<file path="src/rtl/sdr_tx_scheduler.sv">
// sdr_tx_scheduler: single-grant arbiter for the protocol-2 UDP transmit path.
// CC always wins, DDC ports are served round-robin, wideband continuation
// packets wait for a full DDC round, and a starvation counter promotes DDC
// traffic after a run of MIC/WB grants.
module sdr_tx_scheduler #(
  parameter int NR           = 8,
  parameter int STARVE_LIMIT = 8
) (
  input  logic          tx_clock,
  input  logic          reset_n,
  input  logic          run,
  input  logic          wideband,
  input  logic [7:0]    wb_packets_per_frame,
  input  logic          cc_ready,
  input  logic          mic_ready,
  input  logic          sp_data_ready,
  input  logic [NR-1:0] fifo_ready,
  input  logic          grant_ack,
  input  logic          pkt_done,
  output logic          grant_valid,
  output logic [1:0]    grant_src,
  output logic [3:0]    grant_ddc,
  output logic [7:0]    port_ID,
  output logic          wb_frame_start,
  output logic          busy
);

  localparam logic [1:0] SRC_CC  = 2'd0;
  localparam logic [1:0] SRC_MIC = 2'd1;
  localparam logic [1:0] SRC_WB  = 2'd2;
  localparam logic [1:0] SRC_DDC = 2'd3;

  localparam logic [7:0] STARVE_MAX = 8'(STARVE_LIMIT);
  localparam logic [3:0] LAST_DDC   = 4'(NR - 1);
  localparam logic [4:0] NR_W       = 5'(NR);

  typedef enum logic [1:0] {
    S_IDLE,
    S_ARB,
    S_GRANT,
    S_WAIT_DONE
  } state_t;

  state_t r_state;
  state_t w_state_next;

  logic [3:0] r_rr_ptr;
  logic [7:0] r_wb_count;
  logic       r_ddc_round_done;
  logic [7:0] r_starve_cnt;
  logic [1:0] r_grant_src;
  logic [3:0] r_grant_ddc;
  logic [7:0] r_port_id;
  logic       r_wb_frame_start;

  logic            w_any_ddc;
  logic            w_starved;
  logic            w_wb_ok;
  logic [7:0]      w_ppf_last;
  logic [7:0]      w_starve_step;
  logic [2*NR-1:0] w_dbl;
  logic [NR-1:0]   w_rot;
  logic [4:0]      w_off;
  logic [4:0]      w_sum;
  logic [3:0]      w_rr_idx;
  logic            w_win;
  logic [1:0]      w_win_src;
  logic [7:0]      w_win_port;

  assign w_any_ddc  = |fifo_ready;
  assign w_starved  = (r_starve_cnt == STARVE_MAX);
  assign w_wb_ok    = wideband & sp_data_ready & ((r_wb_count == 8'd0) | r_ddc_round_done);
  // A frame length of 0 behaves like 1, so the last packet index is 0 then.
  assign w_ppf_last = (wb_packets_per_frame == 8'd0) ? 8'd0 : wb_packets_per_frame - 8'd1;
  // Only count toward starvation while some DDC port is actually waiting.
  assign w_starve_step = !w_any_ddc ? 8'd0 :
                         w_starved  ? STARVE_MAX : r_starve_cnt + 8'd1;

  // Rotate the request vector so bit k is port (rr_ptr + k) mod NR.
  assign w_dbl = {fifo_ready, fifo_ready} >> r_rr_ptr;
  assign w_rot = w_dbl[NR-1:0];

  // Round-robin search: lowest rotated offset wins, then map back to a port index.
  always_comb begin
    w_off = 5'd0;
    for (int k = NR - 1; k >= 0; k--) begin
      if (w_rot[k]) begin
        w_off = 5'(k);
      end
    end
    w_sum    = {1'b0, r_rr_ptr} + w_off;
    w_rr_idx = (w_sum >= NR_W) ? 4'(w_sum - NR_W) : w_sum[3:0];
  end

  // Next-state and arbitration decision in fixed priority order.
  always_comb begin
    w_state_next = r_state;
    w_win        = 1'b0;
    w_win_src    = SRC_CC;
    case (r_state)
      S_IDLE: begin
        if (run) w_state_next = S_ARB;
      end
      S_ARB: begin
        if (cc_ready) begin
          w_win     = 1'b1;
          w_win_src = SRC_CC;
        end else if (w_any_ddc && w_starved) begin
          w_win     = 1'b1;
          w_win_src = SRC_DDC;
        end else if (mic_ready) begin
          w_win     = 1'b1;
          w_win_src = SRC_MIC;
        end else if (w_wb_ok) begin
          w_win     = 1'b1;
          w_win_src = SRC_WB;
        end else if (w_any_ddc) begin
          w_win     = 1'b1;
          w_win_src = SRC_DDC;
        end
        if (w_win) w_state_next = S_GRANT;
      end
      S_GRANT: begin
        // pkt_done is meaningless until the sender has taken the grant.
        if (grant_ack) w_state_next = S_WAIT_DONE;
      end
      S_WAIT_DONE: begin
        if (pkt_done) w_state_next = S_ARB;
      end
      default: w_state_next = S_IDLE;
    endcase
    if (!run) w_state_next = S_IDLE;
  end

  // Port number for the winning source.
  always_comb begin
    w_win_port = 8'd0;
    case (w_win_src)
      SRC_CC:  w_win_port = 8'd1;
      SRC_MIC: w_win_port = 8'd2;
      SRC_WB:  w_win_port = 8'd3;
      default: w_win_port = 8'd11 + {4'd0, w_rr_idx};
    endcase
  end

  // State register.
  always_ff @(posedge tx_clock) begin
    if (!reset_n) begin
      r_state <= S_IDLE;
    end else begin
      r_state <= w_state_next;
    end
  end

  // Grant fields and fairness bookkeeping; dropping run aborts and wipes history.
  always_ff @(posedge tx_clock) begin
    if (!reset_n || !run) begin
      r_rr_ptr         <= 4'd0;
      r_wb_count       <= 8'd0;
      r_ddc_round_done <= 1'b0;
      r_starve_cnt     <= 8'd0;
      r_grant_src      <= 2'd0;
      r_grant_ddc      <= 4'd0;
      r_port_id        <= 8'd0;
      r_wb_frame_start <= 1'b0;
    end else begin
      r_wb_frame_start <= 1'b0;
      case (r_state)
        S_ARB: begin
          if (!wideband) begin
            r_wb_count       <= 8'd0;
            r_ddc_round_done <= 1'b0;
          end
          if (w_win) begin
            r_grant_src <= w_win_src;
            r_grant_ddc <= (w_win_src == SRC_DDC) ? w_rr_idx : 4'd0;
            r_port_id   <= w_win_port;
          end
        end
        S_GRANT: begin
          if (grant_ack) begin
            case (r_grant_src)
              SRC_DDC: begin
                r_rr_ptr     <= (r_grant_ddc == LAST_DDC) ? 4'd0 : r_grant_ddc + 4'd1;
                r_starve_cnt <= 8'd0;
                if ((r_grant_ddc == LAST_DDC) || (r_grant_ddc < r_rr_ptr)) begin
                  r_ddc_round_done <= 1'b1;
                end
              end
              SRC_MIC: begin
                r_starve_cnt <= w_starve_step;
              end
              SRC_WB: begin
                r_starve_cnt     <= w_starve_step;
                r_ddc_round_done <= 1'b0;
                if (r_wb_count == 8'd0) r_wb_frame_start <= 1'b1;
                // >= so a shrunken frame length wraps a count that is already past it.
                r_wb_count <= (r_wb_count >= w_ppf_last) ? 8'd0 : r_wb_count + 8'd1;
              end
              default: ;
            endcase
          end
        end
        default: ;
      endcase
    end
  end

  assign grant_valid    = (r_state == S_GRANT);
  assign busy           = (r_state == S_GRANT) || (r_state == S_WAIT_DONE);
  assign grant_src      = r_grant_src;
  assign grant_ddc      = r_grant_ddc;
  assign port_ID        = r_port_id;
  assign wb_frame_start = r_wb_frame_start;

endmodule

</file>
<file path="config.mk">
export PLATFORM = sky130hd
export DESIGN_NAME = sdr_tx_scheduler
export DESIGN_NICKNAME = d
export VERILOG_FILES = /design/src/rtl/sdr_tx_scheduler.sv
export SDC_FILE = /design/constraint.sdc
export NUM_CORES = 1
export LEC_CHECK = 0
export ABC_AREA = 0
export BUFFER_PORTS_ARGS = -buffer_cell sky130_fd_sc_hd__buf_2
export CORE_ASPECT_RATIO = 0.8
export CORE_MARGIN = 2
export CORE_UTILIZATION = 41
export CTS_CLUSTER_DIAMETER = 80
export DETAILED_ROUTE_END_ITERATION = 8
export GPL_ROUTABILITY_DRIVEN = 0
export PLACE_DENSITY = 0.71
export SLEW_MARGIN = 5
export SYNTH_ARGS = -nofsm -noshare
export SYNTH_HDL_FRONTEND = slang
export SYNTH_SLANG_ARGS = --single-unit
</file>
<file path="constraint.sdc">
create_clock -name tx_clock -period 6.2 [get_ports tx_clock]
set_input_delay 0.93 -clock tx_clock [delete_from_list [all_inputs] [get_ports tx_clock]]
set_output_delay 0.93 -clock tx_clock [all_outputs]
set_load 0.05 [all_outputs]
</file>
==> metrics.md <==
| Metric | Value |
|---|---|
| Run status | finished, final reports clean |
| Placement Rows | 27 |
| Register-to-register setup slack | 2.48 ns |
| Net count of the finished layout | 447 |
| Number of clock sinks | 35 |
| Layout overhead on the synthesized area | 8.82% |
| Slew at the pin closest to its max-slew limit | 0.970 ns |
| Clock tree from TritonCTS | done |
| Final number of hold-violating endpoints | 0 |
| Cell Count Post-Placement | 470 |
| Number of global-route vias before repair | 2297 |
| Die Y-Extent | 79.7 um |
| Worst reg-to-reg path cell count | 14 |
| Later-pin clock latency in the skew report | 0.29 ns |
| Number of pins with negative max-slew slack in the final report | 0 |
| Timing startpoint of the critical path | r_rr_ptr[2] |
| Post-synth EDFFs | 0 |
| Crit path max fanout | 15 |
| Final ANT Viol Nets | 0 |
| Clock Tree Root | clkbuf_8 |
| #FFs+latches synth | 35 |
| Overall fraction of global-route tracks in use | 0.161 |
| DRC Markers | 0 |
| Dominant register cell in the synthesized netlist | dfxtp_1 |
| Critical Path Source Type | flop |
| Setup repair after global routing missed its margin | no |
| Endpoint of the worst setup timing path | port_ID[3] |
| Post-CTS Setup Inserts | 0 |
| First-pass GRT wire length | 10.4 mm |
| Power per cell area | 145 nW/um2 |
| Netlist Area Pre-Place | 2940 um2 |
| Beginning of the worst register-to-register path | r_rr_ptr[2] |
| Total number of vias | 2574 |
| Inserted Clock Buffers | 5 |
| Proportion of power drawn by combinational gates | 0.173 |
| Fraction of layout cells with a size suffix above 1 | 0.154 |
| Leading cell types by count after synthesis | dfxtp_1 (35), nand2_1 (34), nor2_1 (33), ha_1 (31), a21oi_1 (27) |
| Period minus WS final | 3.72 ns |
| Yosys cell types | 62 |
| Hpwl dp | 4.80 mm |
| Worst supply voltage drop on vdd | 63.7 uV |
| Share of power burned in registers | 0.492 |
| Worst reg2reg endpoint | port_ID[3] |
| Register area | 701 um2 |
| Final count of negative-setup-slack endpoints | 0 |
| Portion of synthesized cell area occupied by the leading cell type | 0.239 |
| Arrival time reported for the critical path endpoint | 3.93 ns |
| H-tree depth reported by CTS | 2 |
| Pin count of the biggest net entering global routing | 29 |
| Maximum root-to-sink buffer count | 2 |
| Required time at the endpoint of the critical path | 6.41 ns |
| Cell taking the most area after synthesis | dfxtp_1 |
| Max cap viols | 0 |
| Post-Route WL | 6.37 mm |
| Via-to-Cell Ratio | 5.41 |
| Internal Dissipation | 332 uW |
| Fin Setup TNS | 0 ns |
| Share of flip-flops with an asynchronous set or reset after synthesis | 0 |
| Final setup skew | 0.00617 ns |
| Leading cell type by number of instances after synthesis | dfxtp_1 |
| Clock transition at the registers of the reported paths | 0.07 ns |
| Routed length per instance | 13.4 um |
| Seq/Total Area, Yosys | 0.239 |
| Max Freq | 269 MHz |
| Final Cycle Share | 0.600 |
| I/O Pins | 42 |
| Total area of multi-input combinational cells | 2040 um2 |
| Detailed Route Iter0 Violations | 146 |
| Area enclosed by the die boundary | 7860 um2 |
| Kind of critical path | flop to flop |
| Placeable core region | 6930 um2 |
| Hold Crit Class | flop to flop |
| IO Port Bufs | 38 |
| Cell types occupying the most area after synthesis | dfxtp_1 (24%), ha_1 (13%), a21oi_1 (4.6%) |
| Max-slew headroom | 0.352 |
| Share of power burned in the clock network | 0.334 |
| Fraction of power spent switching nets | 0.283 |
| Number of antenna violations at the first check in global routing | 0 |
| Hold-fix buffers at CTS | 0 |
| Crit path capture type | flop |
| Post-synthesis cell count | 358 |
| First-pass iteration count of the detailed router | 4 |
| Number of standard cells in the final layout excluding fillers | 476 |
| Mean Syn Cell Area | 8.21 um2 |
| Filler instances | 687 |
| Number of antenna diodes | 0 |
| Leakage power | 1.32 nW |
| Quantity of gates resized following cts | 0 |
| Die boundary width | 98.6 um |
| Starting utilization of the core area | 0.424 |
| Total of warnings raised by yosys | 0 |
| Grt total ovfl | 0 |
| Switch Pwr | 131 uW |
## metal layers
metal  routed length, um  track usage
met1                3120        0.209
met2                3040        0.270
met3                 155       0.0385
met4                  53       0.0397
met5                   0            0
## kinds of logic after synthesis
kind of cell | synth area share
AOI/OAI and AO/OA | 0.181
xor gates and xnor gates | 0.0507
adders and majority gates | 0.139
buffers and inverters | 0.0703
DFF | 0.239
muxes | 0.0779
other | 0.00128
and+or+nand+nor | 0.241
## area by class of cell
type,instances,share of cell area
Tap cell,87,0.0341
Sequential cell,35,0.219
Timing Repair Buffer,38,0.0595
Clock buffer,6,0.0227
Multi-Input combinational cell,287,0.638
Inverter,23,0.0270
## cells in the final DEF (no fill, tap or decap), drive strengths merged, types with 3 or more instances in the layout
cell | synthesis | final
or2 | 3 | 3
and2 | 5 | 5
mux4 | 3 | 3
a21o | 5 | 5
mux2i | 9 | 9
nand2b | 7 | 7
conb | 1 | 3
nand4 | 3 | 3
xnor2 | 8 | 8
nor3 | 13 | 13
buf | 9 | 38
xor2 | 9 | 9
dfxtp | 35 | 35
nor4b | 3 | 3
inv | 22 | 22
nor2b | 7 | 7
ha | 31 | 31
nand2 | 34 | 34
mux2 | 6 | 6
or3 | 3 | 3
a21oi | 27 | 27
clkbuf | 6 | 6
a211oi | 6 | 6
o211ai | 4 | 4
o21ai | 8 | 8
nand3 | 15 | 15
nor2 | 34 | 34
and3 | 6 | 6
o2111ai | 4 | 4
nor4 | 3 | 3
## sequential cells by signal (all words and copies together) (netlist names), 2 cells and up
register,cells
grant_ddc,4
r_wb_count,8
r_starve_cnt,8
r_state,2
r_rr_ptr,4
port_ID,5
grant_src,2
## worst max-delay path, cell delays in order (launching register included)
cell,delay (ns)
dfxtp_1,0.68
mux4_2,0.57
and2_4,0.18
a2111oi_2,0.29
o31a_1,0.16
o21bai_1,0.06
a21oi_1,0.16
ha_1,0.18
inv_1,0.06
fa_1,0.40
xnor2_1,0.33
o21ai_0,0.17
xor2_1,0.16
nand3_1,0.09
a21oi_1,0.15
## power groups by stage
stage	registers, mW	logic, mW	clock network, mW
finish	0.228	0.0804	0.155
global route	0.228	0.0893	0.167
CTS	0.228	0.0804	0.159
detailed placement	0.233	0.0798	0
global placement	0.233	0.0784	0
floorplan	0.235	0.0554	0
## how the worst min path moves through the flow
stage,from,to,slack [ns],cells after the start
floorplan,r_ddc_round_done,r_ddc_round_done,0.46,2
global placement,port_ID[3],port_ID[3],0.44,2
detailed placement,port_ID[3],port_ID[3],0.45,2
CTS,port_ID[2],port_ID[2],0.46,2
global route,port_ID[2],port_ID[2],0.49,2
finish,port_ID[2],port_ID[2],0.45,2
## through the flow
step | setup slack [ns] | power, mW | instance area, um2 | util | hold WS (ns)
floorplan | 2.61 | 0.291 | 2950 | - | 0.465
global placement | 2.29 | 0.312 | 3120 | 0.451 | 0.440
detailed placement | 2.19 | 0.313 | 3120 | 0.451 | 0.448
CTS | 2.46 | 0.468 | 3200 | 0.462 | 0.458
global route | 2.14 | 0.485 | 3200 | 0.462 | 0.488
finish | 2.48 | 0.463 | 3200 | 0.462 | 0.452
Note: power is estimated with default switching activity, not from simulation.
